--- src/rtl/perip_bridge.sv ---
// perip_bridge: single-outstanding initiator from load/store stage to
// word-wide GPIO/timer register ports; partial stores become read-modify-write.
module perip_bridge #(
  parameter logic [3:0] GPIO_SEL  = 4'h2,
  parameter logic [3:0] TIMER_SEL = 4'h3
) (
  input  logic        clk,
  input  logic        rst,
  input  logic        req_valid,
  output logic        req_ready,
  input  logic        req_we,
  input  logic [31:0] req_addr,
  input  logic [31:0] req_wdata,
  input  logic [3:0]  req_be,
  output logic        resp_valid,
  output logic [31:0] resp_rdata,
  output logic        resp_err,
  output logic        gpio_we,
  output logic [31:0] gpio_addr,
  output logic [31:0] gpio_wdata,
  input  logic [31:0] gpio_rdata,
  output logic        timer_we,
  output logic [31:0] timer_addr,
  output logic [31:0] timer_wdata,
  input  logic [31:0] timer_rdata
);

  typedef enum logic [1:0] {
    IDLE,
    READ,
    WRITE,
    RESP
  } state_t;

  state_t state, state_nx;

  logic        we_q;
  logic [31:0] addr_q;
  logic [31:0] wdata_q;
  logic [31:0] rdata_q;
  logic [3:0]  be_q;
  logic        gpio_q;
  logic        timer_q;
  logic        err_q;

  logic        hit_gpio, hit_timer;
  logic        req_err, accept;
  logic        go_err, go_ld, go_full, go_none, go_part;
  logic [31:0] rd_word, merged;

  assign hit_gpio  = (req_addr[31:28] == GPIO_SEL);
  assign hit_timer = (req_addr[31:28] == TIMER_SEL);
  assign req_err   = ~(hit_gpio | hit_timer) | (|req_addr[1:0]);
  assign accept    = req_valid & req_ready;

  // mutually exclusive request classes out of IDLE
  assign go_err  = req_err;
  assign go_ld   = ~req_err & ~req_we;
  assign go_full = ~req_err & req_we & (req_be == 4'hF);
  assign go_none = ~req_err & req_we & (req_be == 4'h0);
  assign go_part = ~req_err & req_we & ~go_full & ~go_none;

  assign rd_word = gpio_q ? gpio_rdata : timer_rdata;

  always_comb begin
    merged = rd_word;
    for (int i = 0; i < 4; i++) begin
      if (be_q[i]) merged[8*i +: 8] = wdata_q[8*i +: 8];
    end
  end

  always_comb begin
    state_nx = state;
    unique case (state)
      IDLE: begin
        if (accept) begin
          unique case (1'b1)
            go_err:  state_nx = RESP;
            go_ld:   state_nx = READ;
            go_full: state_nx = WRITE;
            go_none: state_nx = RESP;
            go_part: state_nx = READ;
            default: state_nx = IDLE;
          endcase
        end
      end
      READ:    state_nx = we_q ? WRITE : RESP;
      WRITE:   state_nx = RESP;
      RESP:    state_nx = IDLE;
      default: state_nx = IDLE;
    endcase
  end

  always_ff @(posedge clk) begin
    if (rst) state <= IDLE;
    else     state <= state_nx;
  end

  always_ff @(posedge clk) begin
    if (rst) begin
      we_q    <= 1'b0;
      addr_q  <= '0;
      wdata_q <= '0;
      rdata_q <= '0;
      be_q    <= '0;
      gpio_q  <= 1'b0;
      timer_q <= 1'b0;
      err_q   <= 1'b0;
    end else if (accept) begin
      we_q    <= req_we;
      addr_q  <= req_addr;
      wdata_q <= req_wdata;
      be_q    <= req_be;
      gpio_q  <= hit_gpio & ~req_err;
      timer_q <= hit_timer & ~req_err;
      err_q   <= req_err;
    end else if (state == READ) begin
      if (we_q) wdata_q <= merged;
      else      rdata_q <= rd_word;
    end
  end

  assign req_ready  = (state == IDLE) & ~rst;
  assign resp_valid = (state == RESP);
  assign resp_err   = resp_valid & err_q;
  assign resp_rdata = (resp_valid & ~we_q & ~err_q) ? rdata_q : '0;

  assign gpio_we     = (state == WRITE) & gpio_q;
  assign timer_we    = (state == WRITE) & timer_q;
  assign gpio_addr   = addr_q;
  assign timer_addr  = addr_q;
  assign gpio_wdata  = wdata_q;
  assign timer_wdata = wdata_q;

endmodule

--- config.mk ---
export PLATFORM = sky130hd
export DESIGN_NAME = perip_bridge
export DESIGN_NICKNAME = d
export VERILOG_FILES = /design/src/rtl/perip_bridge.sv
export SDC_FILE = /design/constraint.sdc
export NUM_CORES = 1
export LEC_CHECK = 0
export BUFFER_PORTS_ARGS = -buffer_cell sky130_fd_sc_hd__buf_2
export CAP_MARGIN = 20
export CELL_PAD_IN_SITES_DETAIL_PLACEMENT = 1
export CELL_PAD_IN_SITES_GLOBAL_PLACEMENT = 1
export CORE_UTILIZATION = 33
export DETAILED_ROUTE_END_ITERATION = 16
export PLACE_DENSITY_LB_ADDON = 0.1
export REMOVE_ABC_BUFFERS = 1
export SYNTH_ARGS = -nofsm -noshare
export SYNTH_HDL_FRONTEND = slang
export SYNTH_SLANG_ARGS = --single-unit
--- constraint.sdc ---
create_clock -name clk -period 5.02 [get_ports clk]
set_input_delay 0.502 -clock clk [delete_from_list [all_inputs] [get_ports clk]]
set_output_delay 0.502 -clock clk [all_outputs]
set_load 0.02 [all_outputs]
After elaboration in Yosys (flattened, before gate mapping)
Index checks and enable logic that the tools add are counted.

word-level totals
  register bits after elaboration = 106
  bits in latches = 0
  memory bits (writable) = 0
  ROM bits = 0
  logic and storage cells = 74
  memories = 0

cells by class
  add/sub/neg operators = 0
  $mul = 0
  divide/modulo/power cells = 0
  magnitude comparators = 0
  equality and inequality tests = 11
  shift-type cells = 0
  mux-type cells = 13
  bitwise gates (word level) = 26
  reduce and logical (&&, ||, !) cells = 12

operators with widths
  operator            count
  $mux 32             5
  $mux 8              4
  $and 1x1->1         15
  $reduce_and 3->1    5
  $not 1->1           9
  $eq 4x2->1 const B  2
  $ne 2x1->1 const B  4
  $pmux 2 s4          1
  $pmux 2 s3          1
  $reduce_or 2->1     3
  $eq 2x2->1 const B  2
  $eq 4x4->1 const B  1
  $logic_not 4->1     1
  $reduce_bool 2->1   2
  $eq 2x1->1 const B  1
  $logic_not 2->1     1
  $mux 2              1
  $ne 2x2->1 const B  1
  $or 1x1->1          2
  $mux 1              1

Longest topological paths before layout
  word-level depth = 14
  gate-level depth with buffers = 9
  gate-level depth less buffers = 6

Least setup slack after synthesis
OpenSTA, ideal clock, no wires.

  path type = reg-to-output
  start = register state[0]
  end = output resp_rdata[10]
  arrival time = 1.490 ns
  setup slack = 3.028 ns
  cell stages (with the launch flop) = 5
  path buffers = 1
  cells stage by stage = dfxtp_1 > ha_1 > nor3b_1 > clkbuf_1 > and2_1

between the ends
  longest elaborated chain between the ends = 4

ends and longest elaborated chain
  element                    line  source
  start: declaration         35    state_t state, state_nx;
  start signal: assignment   96    else state <= state_nx;
  $eq 2x2->1                 124   assign resp_valid = (state == RESP);
  named net resp_valid       15    output logic resp_valid,
  $and 1x1->1 (2 in series)  126   assign resp_rdata = (resp_valid & ~we_q & ~err_q) ? rdata_q : '0;
  $mux 32                    126
  end: declaration           16    output logic [31:0] resp_rdata,

The timed path passes the listed nets, and every way through them passes these cells.

Worst setup path after layout
  start = register state[0]
  end = output resp_rdata[17]

between the ends
  longest elaborated chain between the ends = 4

ends and longest elaborated chain
  element                    line
  $eq 2x2->1                 124
  $and 1x1->1 (2 in series)  126
  $mux 32                    126

Every way passes these cells.

==> key figures <==
Outcome
  • Status: finished clean

Worst setup path
  • CP endpoint kind: output pin
  • Critical path fanouts, max: 26
  • Req. time, crit path: 4.52 ns
  • Worst path arrival time: 2.06 ns
  • CP Launch Type: flop
  • Setup Crit Path Kind: reg2out

Clock tree
  • CTS Buf Count: 9
  • Clock transition at the registers of the reported paths: 0.07 ns
  • TritonCTS Sinks: 106
  • CTS Hold Buffers Added: 0
  • Gates resized, CTS repair: 0
  • Postcts setup bufs: 0
  • CTS tree: done
  • Maximum clock path buffer count: 2
  • H-tree depth: 3
  • CTS root buffer: clkbuf_16
  • Clock latency on the worst-skew pair: 0.35 ns

STA
  • Post-layout min period: 2.565 ns
  • Setup TNS: 0 ns
  • Unrepaired setup endpoints after global routing: false
  • Fin crit share: 51.09%
  • Least-Margin Pin Slew: 0.8117 ns
  • Setup Skew: 0.008188 ns
  • Final setup violation count: 0
  • Slew Limit Fails: 0
  • Final hold violations: 0
  • Slew HR: 45.89%
  • FMAX: 389.9 MHz

Floorplanning
  • IO Pins: 301
  • Initial Util: 33.92%
  • Die width: 127 um
  • Die area: 16130 sq um
  • Die Span Y: 127 um
  • Row cnt: 45
  • Core ar.: 15200 sq um

Placement
  • Final Wtd Congestion: 0.7368
  • DPL Wire Length: 12010 um
  • Count of buffers from port buffering: 300

Cells and area
  • ANT cells: 0
  • Layout cell share with drive strength beyond 1: 38.82%
  • # fillers: 1914
  • Final Net Count: 986
  • Layout area overhead: 28.20%
  • Post-layout util: 43.48%

Synthesis
  • Yosys reg bits: 106
  • Mapped Area: 5156 sq um
  • Synth cell types: 30
  • Synthesis Warnings: 0
  • Mapped Cells: 629
  • Register area share after synthesis: 41.16%
  • Synth Area per Inst: 8.197 sq um

Global route
  • Global-route wire length before repair: 25220 um
  • Antenna violations before repair: 0
  • Vias in the first global route: 4953
  • Gr ovfl total: 0
  • Total Routing Usage GR: 19.99%
  • Largest net degree at the start of global routing: 82

Pwr
  • Leakage: 0.003327 uW
  • Worst vdd ir: 172.3 uV
  • Cell Pwr Density: 471.2 nW/um^2

Drt
  • DR WL/cell: 15.57 um
  • DRC Markers: 0
  • DRT Wirelength: 16160 um
  • Vias post-DR: 4931
  • DR pass1 iterations: 4
  • Routed vias/inst: 4.750
  • DRT antenna net count: 0
  • Initial DRC count: 152

Run
  • Max cap viols: 0

Hold path
  • HP Class: in2reg
-- metal layers --
layer / routed length, um / track usage (%)
met4: 280 / 7.493
met2: 7964 / 36.04
met5: 0 / 0
met1: 6776 / 23.06
met3: 1137 / 4.439
-- layout make-up --
cell class	instances	area [sq um]	share of cell area, %
repair buffers	307	1567	23.70
clock inverters	2	35.03	0.5300
multi-input cells	417	2371	35.87
clock buffers	14	264.0	3.994
flip-flops and latches	106	2123	32.12
inverters	4	15.01	0.2271
well taps	188	235.2	3.559
-- layout by cell type, fill, tap and decap left out, types with 5 or more instances in the layout --
master and count:
buf_2 300, nand2_1 108, dfxtp_1 105, nor2_1 72, a21oi_1 40, and2_1 37
o21ai_0 35, nand3b_1 34, mux2i_1 32, a211oi_1 26, clkbuf_16 9, a211oi_2 6
buf_4 6, ha_1 5
-- Yosys cell counts --
cell type | number | area, sq um
a211oi_1 | 26 | 195.2
a211oi_2 | 6 | 75.07
a21oi_1 | 40 | 200.2
a22o_1 | 1 | 8.760
a22oi_1 | 1 | 7.510
a31oi_1 | 1 | 6.260
a32o_1 | 1 | 10.01
and2_1 | 37 | 231.5
and3b_1 | 1 | 8.760
and4_1 | 1 | 8.760
buf_1 | 3 | 11.26
buf_2 | 15 | 75.07
buf_4 | 68 | 510.5
clkbuf_1 | 16 | 60.06
dfxtp_1 | 106 | 2122
ha_1 | 5 | 62.56
inv_1 | 4 | 15.01
mux2i_1 | 32 | 320.3
nand2_1 | 108 | 405.4
nand3_1 | 1 | 5.000
nand3b_1 | 34 | 255.2
nand4_1 | 1 | 6.260
nor2_1 | 72 | 270.3
nor2b_1 | 1 | 6.260
nor3_4 | 1 | 16.27
nor3b_1 | 2 | 15.01
nor4_1 | 2 | 12.51
o21a_1 | 4 | 30.03
o21ai_0 | 35 | 175.2
o21bai_1 | 4 | 30.03
-- stage by stage --
stage                     hold WS (ns)  instance area, sq um  setup WS [ns]  std cells  power [uW]
after floorplan                 0.4212                  4499          1.333        527        1949
after global placement          0.4498                  6291          2.588       1021        2389
after detailed placement        0.4628                  6291          2.496       1021        2428
after CTS                       0.3232                  6590          2.395       1037        3166
after global routing            0.3372                  6610          2.206       1038        3319
final                           0.3380                  6610          2.455       1038        3115
-- final timing paths --
path | end | slack, ns | cells past startpoint | start
worst max-delay path | resp_rdata[17] | 2.46 | 5 | state[0]$_SDFFE_PP0P_
worst min register to register | timer_q$_SDFFE_PP0P_ | 0.46 | 2 | timer_q$_SDFFE_PP0P_
worst min-delay path | gpio_addr[7]$_SDFFE_PP0P_ | 0.34 | 3 | req_addr[7]
worst max register to register | gpio_wdata[6]$_SDFFE_PP0P_ | 2.49 | 7 | state[0]$_SDFFE_PP0P_
-- kinds of logic (layout without fill, tap and decap cells) --
logic type,after synthesis,count (layout),synth area share (%)
compound gates,119,119,14.32
simple gates,261,261,24.07
mux,32,32,6.212
flops,106,106,41.16
fa+ha+maj,5,5,1.213
buf+inv,106,327,13.03
-- critical path, stage by stage (launching register included) --
cell and delay (ns):
dfxtp_1 0.39, ha_1 0.21, nor3b_2 0.40, buf_4 0.34
and2_1 0.20, buf_2 0.17
-- state kept, by name, indices dropped and copies added, names as in the netlist --
register    count
gpio_wdata     32
err_q           1
we_q            1
state           2
timer_q         1
be_q            4
rdata_q        32
gpio_q          1
gpio_addr      32
-- power by group --
part / total (uW) / leakage (uW) / internal [uW] / switching, uW
Combinational: 1200 / 0.00231 / 410 / 788
Sequential: 1200 / 0.000869 / 1050 / 141
Clock: 722 / 0.000147 / 414 / 307
(Power assumes the default switching activity.)
